--- config.mk ---
export PLATFORM = sky130hd
export DESIGN_NAME = alu_op_sequencer
export DESIGN_NICKNAME = d
export VERILOG_FILES = /design/src/rtl/alu_seq_pkg.sv /design/src/rtl/alu_mul_iter.sv /design/src/rtl/alu_op_sequencer.sv
export SDC_FILE = /design/constraint.sdc
export NUM_CORES = 1
export LEC_CHECK = 0
export ABC_AREA = 0
export CAP_MARGIN = 20
export CORE_ASPECT_RATIO = 1.4
export CORE_UTILIZATION = 45
export CTS_CLUSTER_DIAMETER = 100
export CTS_CLUSTER_SIZE = 24
export DETAILED_ROUTE_END_ITERATION = 10
export PLACE_DENSITY_LB_ADDON = 0.15
export SLEW_MARGIN = 15
export SYNTH_ARGS = -nofsm -noshare
export SYNTH_HDL_FRONTEND = slang
export SYNTH_SLANG_ARGS = --single-unit
--- constraint.sdc ---
create_clock -name clk -period 5.8 [get_ports clk]
set_input_delay 1.45 -clock clk [delete_from_list [all_inputs] [get_ports clk]]
set_output_delay 1.45 -clock clk [all_outputs]
set_load 0.02 [all_outputs]
--- src/rtl/alu_seq_pkg.sv ---
// Shared codes for the ALU operation sequencer: ALUOp classes, operation codes,
// FSM states and the start-time decoder.
package alu_seq_pkg;

  typedef enum logic [3:0] {
    AOP_RTYPE = 4'b0000,
    AOP_ADD   = 4'b0001,
    AOP_AND   = 4'b0010,
    AOP_OR    = 4'b0011,
    AOP_SUB   = 4'b0100,
    AOP_LW    = 4'b0111,
    AOP_SW    = 4'b1000,
    AOP_BEQ   = 4'b1001,
    AOP_BNE   = 4'b1010,
    AOP_BLT   = 4'b1011,
    AOP_BGT   = 4'b1100
  } aluop_e;

  typedef enum logic [3:0] {
    OP_ADD = 4'b0000,
    OP_SUB = 4'b0001,
    OP_AND = 4'b0010,
    OP_OR  = 4'b0011,
    OP_SLT = 4'b0100,
    OP_SLL = 4'b0101,
    OP_SRL = 4'b0110,
    OP_MUL = 4'b0111
  } op_e;

  typedef enum logic [1:0] {
    S_IDLE = 2'b00,
    S_EXEC = 2'b01,
    S_MUL  = 2'b10
  } state_e;

  typedef enum logic [2:0] {
    BR_NONE = 3'd0,
    BR_EQ   = 3'd1,
    BR_NE   = 3'd2,
    BR_LT   = 3'd3,
    BR_GT   = 3'd4
  } br_e;

  typedef struct packed {
    op_e  op;
    br_e  br;
    logic illegal;
  } dec_t;

  // Unknown ALUOp classes fall back to add and are flagged illegal.
  function automatic dec_t decode(input logic [3:0] alu_op, input logic [2:0] funct);
    dec_t d;
    d.op      = OP_ADD;
    d.br      = BR_NONE;
    d.illegal = 1'b0;
    case (alu_op)
      AOP_RTYPE: begin
        case (funct)
          3'b000:  d.op = OP_ADD;
          3'b001:  d.op = OP_SUB;
          3'b010:  d.op = OP_AND;
          3'b011:  d.op = OP_OR;
          3'b100:  d.op = OP_SLT;
          3'b101:  d.op = OP_SLL;
          3'b110:  d.op = OP_SRL;
          3'b111:  d.op = OP_MUL;
          default: d.op = OP_ADD;
        endcase
      end
      AOP_ADD, AOP_LW, AOP_SW: d.op = OP_ADD;
      AOP_AND: d.op = OP_AND;
      AOP_OR:  d.op = OP_OR;
      AOP_SUB: d.op = OP_SUB;
      AOP_BEQ: begin d.op = OP_SUB; d.br = BR_EQ; end
      AOP_BNE: begin d.op = OP_SUB; d.br = BR_NE; end
      AOP_BLT: begin d.op = OP_SUB; d.br = BR_LT; end
      AOP_BGT: begin d.op = OP_SUB; d.br = BR_GT; end
      default: begin d.op = OP_ADD; d.illegal = 1'b1; end
    endcase
    return d;
  endfunction

endpackage

--- src/rtl/alu_mul_iter.sv ---
// Iterative shift-add multiplier: one multiplier bit per cycle, low WIDTH bits
// of the product. The first bit is consumed on the start edge itself.
module alu_mul_iter
  import alu_seq_pkg::*;
#(
  parameter int WIDTH = 32,
  parameter int SHW   = $clog2(WIDTH)
) (
  input  logic             clk,
  input  logic             rst_n,
  input  logic             start,
  input  logic [WIDTH-1:0] a,
  input  logic [WIDTH-1:0] b,
  output logic             done,
  output logic [WIDTH-1:0] product
);

  localparam int CW = SHW + 1;

  logic [WIDTH-1:0] mcand_r;
  logic [WIDTH-1:0] mplier_r;
  logic [WIDTH-1:0] acc_r;
  logic [CW-1:0]    cnt_r;
  logic             run_r;
  logic             done_r;

  always_ff @(posedge clk) begin
    if (!rst_n) begin
      mcand_r  <= '0;
      mplier_r <= '0;
      acc_r    <= '0;
      cnt_r    <= '0;
      run_r    <= 1'b0;
      done_r   <= 1'b0;
    end else if (start) begin
      acc_r    <= b[0] ? a : '0;
      mcand_r  <= a << 1;
      mplier_r <= b >> 1;
      cnt_r    <= CW'(1);
      run_r    <= 1'b1;
      done_r   <= 1'b0;
    end else if (run_r) begin
      acc_r    <= acc_r + (mplier_r[0] ? mcand_r : '0);
      mcand_r  <= mcand_r << 1;
      mplier_r <= mplier_r >> 1;
      cnt_r    <= cnt_r + CW'(1);
      // Last bit lands WIDTH-1 edges after start, so done rises one edge earlier than the top's done.
      if (cnt_r == CW'(WIDTH - 1)) begin
        run_r  <= 1'b0;
        done_r <= 1'b1;
      end else begin
        run_r  <= 1'b1;
        done_r <= 1'b0;
      end
    end else begin
      done_r <= 1'b0;
    end
  end

  assign done    = done_r;
  assign product = acc_r;

endmodule

--- src/rtl/alu_op_sequencer.sv ---
// ALU operation sequencer: decodes ALUOp/funct on start, runs single-cycle ops
// in one cycle and multiplies iteratively, presenting registered results.
module alu_op_sequencer
  import alu_seq_pkg::*;
#(
  parameter int WIDTH = 32,
  parameter int SHW   = $clog2(WIDTH)
) (
  input  logic             clk,
  input  logic             rst_n,
  input  logic             start,
  input  logic [3:0]       alu_op,
  input  logic [2:0]       funct,
  input  logic [WIDTH-1:0] a,
  input  logic [WIDTH-1:0] b,
  output logic             busy,
  output logic             done,
  output logic [WIDTH-1:0] result,
  output logic [3:0]       operation,
  output logic             zero,
  output logic             branch_taken,
  output logic             illegal
);

  state_e           state_r, state_next;
  dec_t             dec_s;
  logic             accept_s;
  logic             mul_start_s;
  logic             mul_done_s;
  logic [WIDTH-1:0] mul_product_s;
  logic [WIDTH-1:0] alu_res_s;
  logic             branch_s;

  logic             busy_r, done_r, zero_r, branch_r, illegal_r;
  logic [WIDTH-1:0] result_r;
  logic [3:0]       operation_r;

  assign dec_s       = decode(alu_op, funct);
  assign accept_s    = start && !busy_r && (state_r == S_IDLE);
  assign mul_start_s = accept_s && (dec_s.op == OP_MUL);

  // Single-cycle datapath, evaluated on the operands present at the accept edge.
  always_comb begin
    alu_res_s = '0;
    case (dec_s.op)
      OP_ADD:  alu_res_s = a + b;
      OP_SUB:  alu_res_s = a - b;
      OP_AND:  alu_res_s = a & b;
      OP_OR:   alu_res_s = a | b;
      OP_SLT:  alu_res_s = {{(WIDTH-1){1'b0}}, ($signed(a) < $signed(b))};
      OP_SLL:  alu_res_s = a << b[SHW-1:0];
      OP_SRL:  alu_res_s = a >> b[SHW-1:0];
      default: alu_res_s = '0;
    endcase
  end

  // Branch decision for the branch ALUOp classes.
  always_comb begin
    branch_s = 1'b0;
    case (dec_s.br)
      BR_EQ:   branch_s = (a == b);
      BR_NE:   branch_s = (a != b);
      BR_LT:   branch_s = ($signed(a) < $signed(b));
      BR_GT:   branch_s = ($signed(a) > $signed(b));
      default: branch_s = 1'b0;
    endcase
  end

  alu_mul_iter #(
    .WIDTH (WIDTH),
    .SHW   (SHW)
  ) u_mul (
    .clk     (clk),
    .rst_n   (rst_n),
    .start   (mul_start_s),
    .a       (a),
    .b       (b),
    .done    (mul_done_s),
    .product (mul_product_s)
  );

  // FSM state register.
  always_ff @(posedge clk) begin
    if (!rst_n) begin
      state_r <= S_IDLE;
    end else begin
      state_r <= state_next;
    end
  end

  // FSM next-state logic.
  always_comb begin
    state_next = state_r;
    case (state_r)
      S_IDLE: begin
        if (accept_s) begin
          state_next = (dec_s.op == OP_MUL) ? S_MUL : S_EXEC;
        end else begin
          state_next = S_IDLE;
        end
      end
      S_EXEC: state_next = S_IDLE;
      S_MUL: begin
        if (mul_done_s) begin
          state_next = S_IDLE;
        end else begin
          state_next = S_MUL;
        end
      end
      default: state_next = S_IDLE;
    endcase
  end

  // Output registers; only a completing operation updates the result flags.
  always_ff @(posedge clk) begin
    if (!rst_n) begin
      busy_r      <= 1'b0;
      done_r      <= 1'b0;
      result_r    <= '0;
      operation_r <= 4'b0000;
      zero_r      <= 1'b1;
      branch_r    <= 1'b0;
      illegal_r   <= 1'b0;
    end else if (accept_s && (dec_s.op != OP_MUL)) begin
      busy_r      <= 1'b1;
      done_r      <= 1'b1;
      result_r    <= alu_res_s;
      operation_r <= dec_s.op;
      zero_r      <= (alu_res_s == '0);
      branch_r    <= branch_s;
      illegal_r   <= dec_s.illegal;
    end else if (accept_s) begin
      busy_r <= 1'b1;
      done_r <= 1'b0;
    end else if ((state_r == S_MUL) && mul_done_s) begin
      busy_r      <= 1'b1;
      done_r      <= 1'b1;
      result_r    <= mul_product_s;
      operation_r <= OP_MUL;
      zero_r      <= (mul_product_s == '0);
      branch_r    <= 1'b0;
      illegal_r   <= 1'b0;
    end else begin
      // Busy drops the cycle after done, so a start in the done cycle is never taken.
      busy_r <= (state_r == S_MUL);
      done_r <= 1'b0;
    end
  end

  assign busy         = busy_r;
  assign done         = done_r;
  assign result       = result_r;
  assign operation    = operation_r;
  assign zero         = zero_r;
  assign branch_taken = branch_r;
  assign illegal      = illegal_r;

endmodule

* Yosys cells after proc, flatten, opt, wreduce, memory -nomap -nowiden
Memories as Yosys holds them, arrays and structs flattened. Index checks and enable logic that the tools add are counted.
Operators by class: eq/ne operators 27, bitwise gates (word level) 4, reductions and logical operators 18, order comparisons 2, shifts and indexed selects 2, $add $sub $neg 4, muxes and demuxes 42
Operators with widths (number):
- 32-bit 2-to-1 mux | 9
- 32-bit one-hot mux with 7 select lines | 1
- 32-bit adder | 2
- 32-bit zero test | 2
- 31-bit 2-to-1 mux | 2
- 32-bit bitwise AND | 1
- 32-bit equality test | 1
- 32-bit > comparator | 1
- 32-bit < comparator | 1
- 32-bit inequality test | 1
- 32-bit OR | 1
- 32-bit by 5-bit left shift with 32-bit output | 1
- 32-bit by 5-bit >> shifter with 32-bit output | 1
- 32-bit subtractor | 1
- 4-bit by 3-bit equality test with 1-bit output, second input constant | 6
- 4-bit equality test, second input constant | 5
- 1-bit 2-to-1 mux | 20
- 4-bit by 2-bit equality test with 1-bit output, second input constant | 4
- 4-bit one-hot mux with 4 select lines | 1
- 4-bit 2-to-1 mux | 3
- 3-bit one-hot mux with 4 select lines | 1
- 11-bit OR reduction | 1
- 4-bit by 1-bit equality test with 1-bit output, second input constant | 2
- 4-bit zero test | 2
- other kinds (20) | 29
Word-level totals: bits in registers 145, input port bits 74, memory bits (read-only) 24, word-level logic and storage cells 115, output and inout bits 41, memories 1
Memory list:
- (name not given) | depth 8, width 3, read ports 1, clocked after memory_dff 0, write ports 0, RTL line alu_seq_pkg.sv:58 | case (funct)

* Longest topological paths before layout
depth after elaboration 7, gate-level depth with buffers 17, gate-level depth less buffers 15

* By module
From an unflattened synthesis, not the netlist that was laid out.
Unflattened totals: cells, all modules 2487, area, all modules 18167.4 sq um
Modules (own cells, without submodules):
- alu_op_sequencer | seq. area each 840.8 sq um, cells each 1636, times used 1, area each 11476.0 sq um
- alu_mul_iter | seq. area each 2042.0 sq um, cells each 851, times used 1, area each 6691.4 sq um

* Worst setup path before layout
OpenSTA, ideal clock, no wires.
path type in2reg, from input port b[3], to register zero_r (netlist: zero), path slack 900 ps, library setup time 69 ps, buffers on the path 4, arrival 4831 ps, data required time 5731 ps, cell stages on the path 17, cells stage by stage buf_2 > inv_1 > buf_1 > clkbuf_1 > ha_1 > buf_2 > nor2_1 > a2111oi_2 > o21ai_1 > a31oi_2 > o41ai_2 > o221a_2 > o211ai_1 > a2111o_1 > nor4_1 > nand4_1 > o21ai_1
On the way: word-level cells in the longest chain between the ends 4, elaborated cells on any way between the ends 10, classes of those cells add/sub (2); order compare (1); shift (2); mux (2); bitwise (2); reduce/logical (1)
Ends and longest elaborated chain:
- start: declaration | RTL line alu_op_sequencer.sv:15 | input logic [WIDTH-1:0] b,
- 32-bit subtractor, or another cell as far along | RTL line alu_op_sequencer.sv:47 | OP_SUB: alu_res_s = a - b;
- 32-bit one-hot mux with 7 select lines * | RTL line alu_op_sequencer.sv:45 | case (dec_s.op)
- 32-bit zero test * | RTL line alu_op_sequencer.sv:129 | zero_r <= (alu_res_s == '0);
- 1-bit 2-to-1 mux * | RTL line alu_op_sequencer.sv:124 | end else if (accept_s && (dec_s.op != OP_MUL)) begin
- end signal: assignment | RTL line alu_op_sequencer.sv:129
- end signal: assignment | RTL line alu_op_sequencer.sv:140 | zero_r <= (mul_product_s == '0);
- end: declaration | RTL line alu_op_sequencer.sv:34 | logic busy_r, done_r, zero_r, branch_r, illegal_r;
Mark *: on every way between the ends. The rest lies on a longest branch, timed or not. A chain may end at the register's enable or synchronous reset.

* Worst setup path after layout
from input port a[0], to register zero_r (netlist: zero)
On the way: word-level cells in the longest chain between the ends 4, elaborated cells on any way between the ends 10, classes of those cells add/sub (2); order compare (1); shift (2); mux (2); bitwise (2); reduce/logical (1)
Ends and longest elaborated chain:
- start: declaration | RTL line alu_op_sequencer.sv:14 | input logic [WIDTH-1:0] a,
- 32-bit subtractor, or another cell as far along | RTL line alu_op_sequencer.sv:47
- 32-bit one-hot mux with 7 select lines * | RTL line alu_op_sequencer.sv:45
- 32-bit zero test * | RTL line alu_op_sequencer.sv:129
- 1-bit 2-to-1 mux * | RTL line alu_op_sequencer.sv:124
Marks and branches as above.

==> results.yml <==
logic_synthesis:
  synth_cells: 2234
  synth_cell_types: 101
  seq_area_frac_synth_pct: 17.0
  synthesis.area_sq_mm: 0.0169
  synthArstFlopShare_pct: 0
  syn_avg_cell_area_sq_um: 7.58
  synth-main-ff-cell: "dfxtp_1"
  yosysWarnings: 0
  synth_edf_count: 0
  ys_ff_latch: 144
  synthesis.nets: 2456
hold_path:
  hold_path.class: "flip-flop to flip-flop"
floorplanning:
  rows: 83
  die_y_um: 231
  core_area_sq_mm: 0.0369
  dieArea_sq_mm: 0.0384
  initial_core_util_pct: 45.9
  die_w_um: 166
  ios: 115
cts:
  path_clk_slew_ps: 60
  clk_latency_ps: 470
  post_cts_resized: 0
  cts_hold_buffers: 0
  cts_root_buffer: "clkbuf_16"
  cts_made_buffers: 17
  cts_max_level: 4
  numClockSinks: 144
  cts_tree: "done"
  cts_setup_buffers: 0
  cts_buffer_depth: 2
worst_setup_path:
  cpMostUsedCell: "o21ai_1"
  critical_path.cell_chain: "clkdlybuf4s50_1 -> inv_1 -> ha_1 -> fa_1 -> o21bai_1 -> a2111oi_2 -> o21ai_1 -> a31oi_2 -> o41ai_2 -> o221a_2 -> o211ai_1 -> a2111o_1 -> nor4_1 -> nand4_1 -> o21ai_1"
  cp.required_ps: 6190
  slowest_stage: "clkdlybuf4s50_1"
  cp-start-kind: "input port"
  critPathArrivalTime_ps: 5700
  worst_path_largest_cell_delay_ps: 600
  cp_max_fo: 6
  path_class: "input port to flip-flop"
  end_kind: "flip-flop"
cells_and_area:
  drive_above_1_share_pct: 11.7
  final_common_cell: "nor2_1"
  finalNetCount: 2542
  area.sequential_sq_mm: 0.00289
  fill_cells: 3600
  multiInputGateArea_sq_mm: 0.0129
  syn2layout_area_growth_pct: 15.2
  layout_common_cells: "nor2_1 (240), a21oi_1 (165), nand2_1 (164)"
  antennaDiodeCount: 0
  final_cells: 2799
timing:
  maxSlewHeadroom_pct: 30.1
  min_period_ps: 5310
  fmax_mhz: 188
  rsz0062_at_grt: "no"
  drv_slew: 0
  min_period_over_period_pct: 91.6
  setup_viol_count_final: 0
  final.setup.tns_ps: 0
  hold_viol_final: 0
  worst_clock_skew_ps: 15.0
  worstMarginPinSlew_ps: 1040
status:
  violations: "DRC"
  status: "finished, violations left"
placed_design:
  portBuffers: 113
  gp_congestion: 1.10
  dpl.hpwl_um: 59200
  numPlacedInstances: 2768
power_and_ir_drop:
  power_density_mw_per_mm2: 190
  leakage_nw: 7.66
  peakVddDrop_mv: 0.199
drt:
  ant_nets: 0
  drc: 9
  avgViaCountPerCell: 6.64
  drtIter0Drc: 2005
  wl_per_cell_um: 27.3
  drt_wl_total_um: 76400
  vias: 18600
  first_pass_iters: 9
grt:
  grt_pass1_vias: 18100
  grt_start_max_net_pins: 99
  gr-usage-all-layers_pct: 39.3
  overflow: 0
  antenna_found_initial: 2
  grt_pass1_wl_um: 113000
flow_run:
  drv_cap: 0
==> final cells by class <==
cell class	count	share of cell area, %
clock buffers	18	2.20
inverters	112	2.17
repair buffers	245	11.0
multi-input cells	1800	66.0
flip-flops and latches	144	14.8
clock inverters	13	0.840
well taps	467	3.00
==> state kept, by name, indices dropped and copies added (netlist names) <==
register / cells
branch_taken: 1
busy: 1
done: 1
illegal: 1
operation: 3
result: 32
state_r: 2
u_mul.cnt_r: 6
u_mul.done: 1
u_mul.mcand_r: 31
u_mul.mplier_r: 31
u_mul.product: 32
u_mul.run_r: 1
zero: 1
==> critical path: cells and delay by family <==
kind,cells,cell delay (ps)
compound gates,9,2410
fa+ha+maj,2,640
simple gates,2,480
buf+inv,2,710
==> stage by stage <==
step	util (%)	hold WS (ps)	worst slack, ps	power, mW	instance area (sq um)
5_1_grt	52.9	499	405	3.81	19500
3_5_place_dp	51.3	466	192	2.48	18900
2_1_floorplan	-	439	900	1.87	16900
4_1_cts	52.9	475	659	3.66	19500
6_report	52.9	473	487	3.70	19500
3_3_place_gp	51.3	459	312	2.48	18900
==> report_power, final <==
| part | leakage [nW] | internal [mW] | switching (mW) |
|---|---|---|---|
| logic | 6.21 | 0.556 | 0.913 |
| clock network | 0.287 | 0.676 | 0.510 |
| registers | 1.17 | 1.02 | 0.0246 |
==> cells in the mapped netlist (11+ instances only) <==
library cell	instances	area share [%]
nor2_1	241	5.3
a21oi_1	166	4.9
nand2_1	164	3.6
ha_1	145	11
dfxtp_1	144	17
mux2i_1	127	7.5
a211oi_1	121	5.4
clkbuf_1	117	2.6
inv_1	110	2.4
o21ai_0	84	2.5
nor3_1	53	1.6
xnor2_1	45	2.3
nand3_1	44	1.3
buf_2	42	1.2
and2_1	37	1.4
o211ai_1	37	1.6
a31oi_1	31	1.1
mux2_2	30	2.0
nor2b_1	26	0.96
nor4_1	24	0.89
a221oi_1	21	1.1
o221ai_1	21	1.1
o22ai_1	21	0.78
mux4_2	20	2.7
a21o_1	19	0.84
nand4_1	19	0.70
a22oi_1	16	0.71
and3_1	16	0.59
o21ai_1	16	0.47
nand2b_1	15	0.55
or3_1	15	0.55
o21a_1	13	0.58
xor2_1	12	0.62
a311oi_1	11	0.57
==> final timing paths <==
kind,start,end,slack (ps),cells past startpoint
hold / removal,branch_taken,branch_taken,470,2
setup reg to reg,u_mul.mplier_r[0],u_mul.product[31],1300,16
setup / recovery,a[0],zero,490,15
hold reg to reg,branch_taken,branch_taken,470,2
==> logic make-up (layout without fill, tap and decap cells) <==
| group | after synthesis | after routing | synth area share (%) |
|---|---|---|---|
| xor gates and xnor gates | 57 | 57 | 2.95 |
| muxes | 192 | 192 | 13.4 |
| AOI/OAI and AO/OA | 707 | 707 | 28.9 |
| DFF | 144 | 144 | 17.0 |
| buffers and inverters | 290 | 388 | 7.16 |
| and+or+nand+nor | 695 | 695 | 19.4 |
| other | 1 | 1 | 0.0222 |
| adders and majority gates | 148 | 148 | 11.1 |
==> metal layers <==
| metal | routed length (um) | up-vias | global-route usage (%) |
|---|---|---|---|
| met4 | 4980 | 2 | 24.7 |
| met3 | 5110 | 253 | 6.13 |
| met2 | 36200 | 893 | 67.4 |
| met5 | 13 | - | 0 |
| met1 | 30100 | 8968 | 45.8 |
| li1 | - | 8470 | - |
Note: power is estimated with default switching activity, not from simulation.
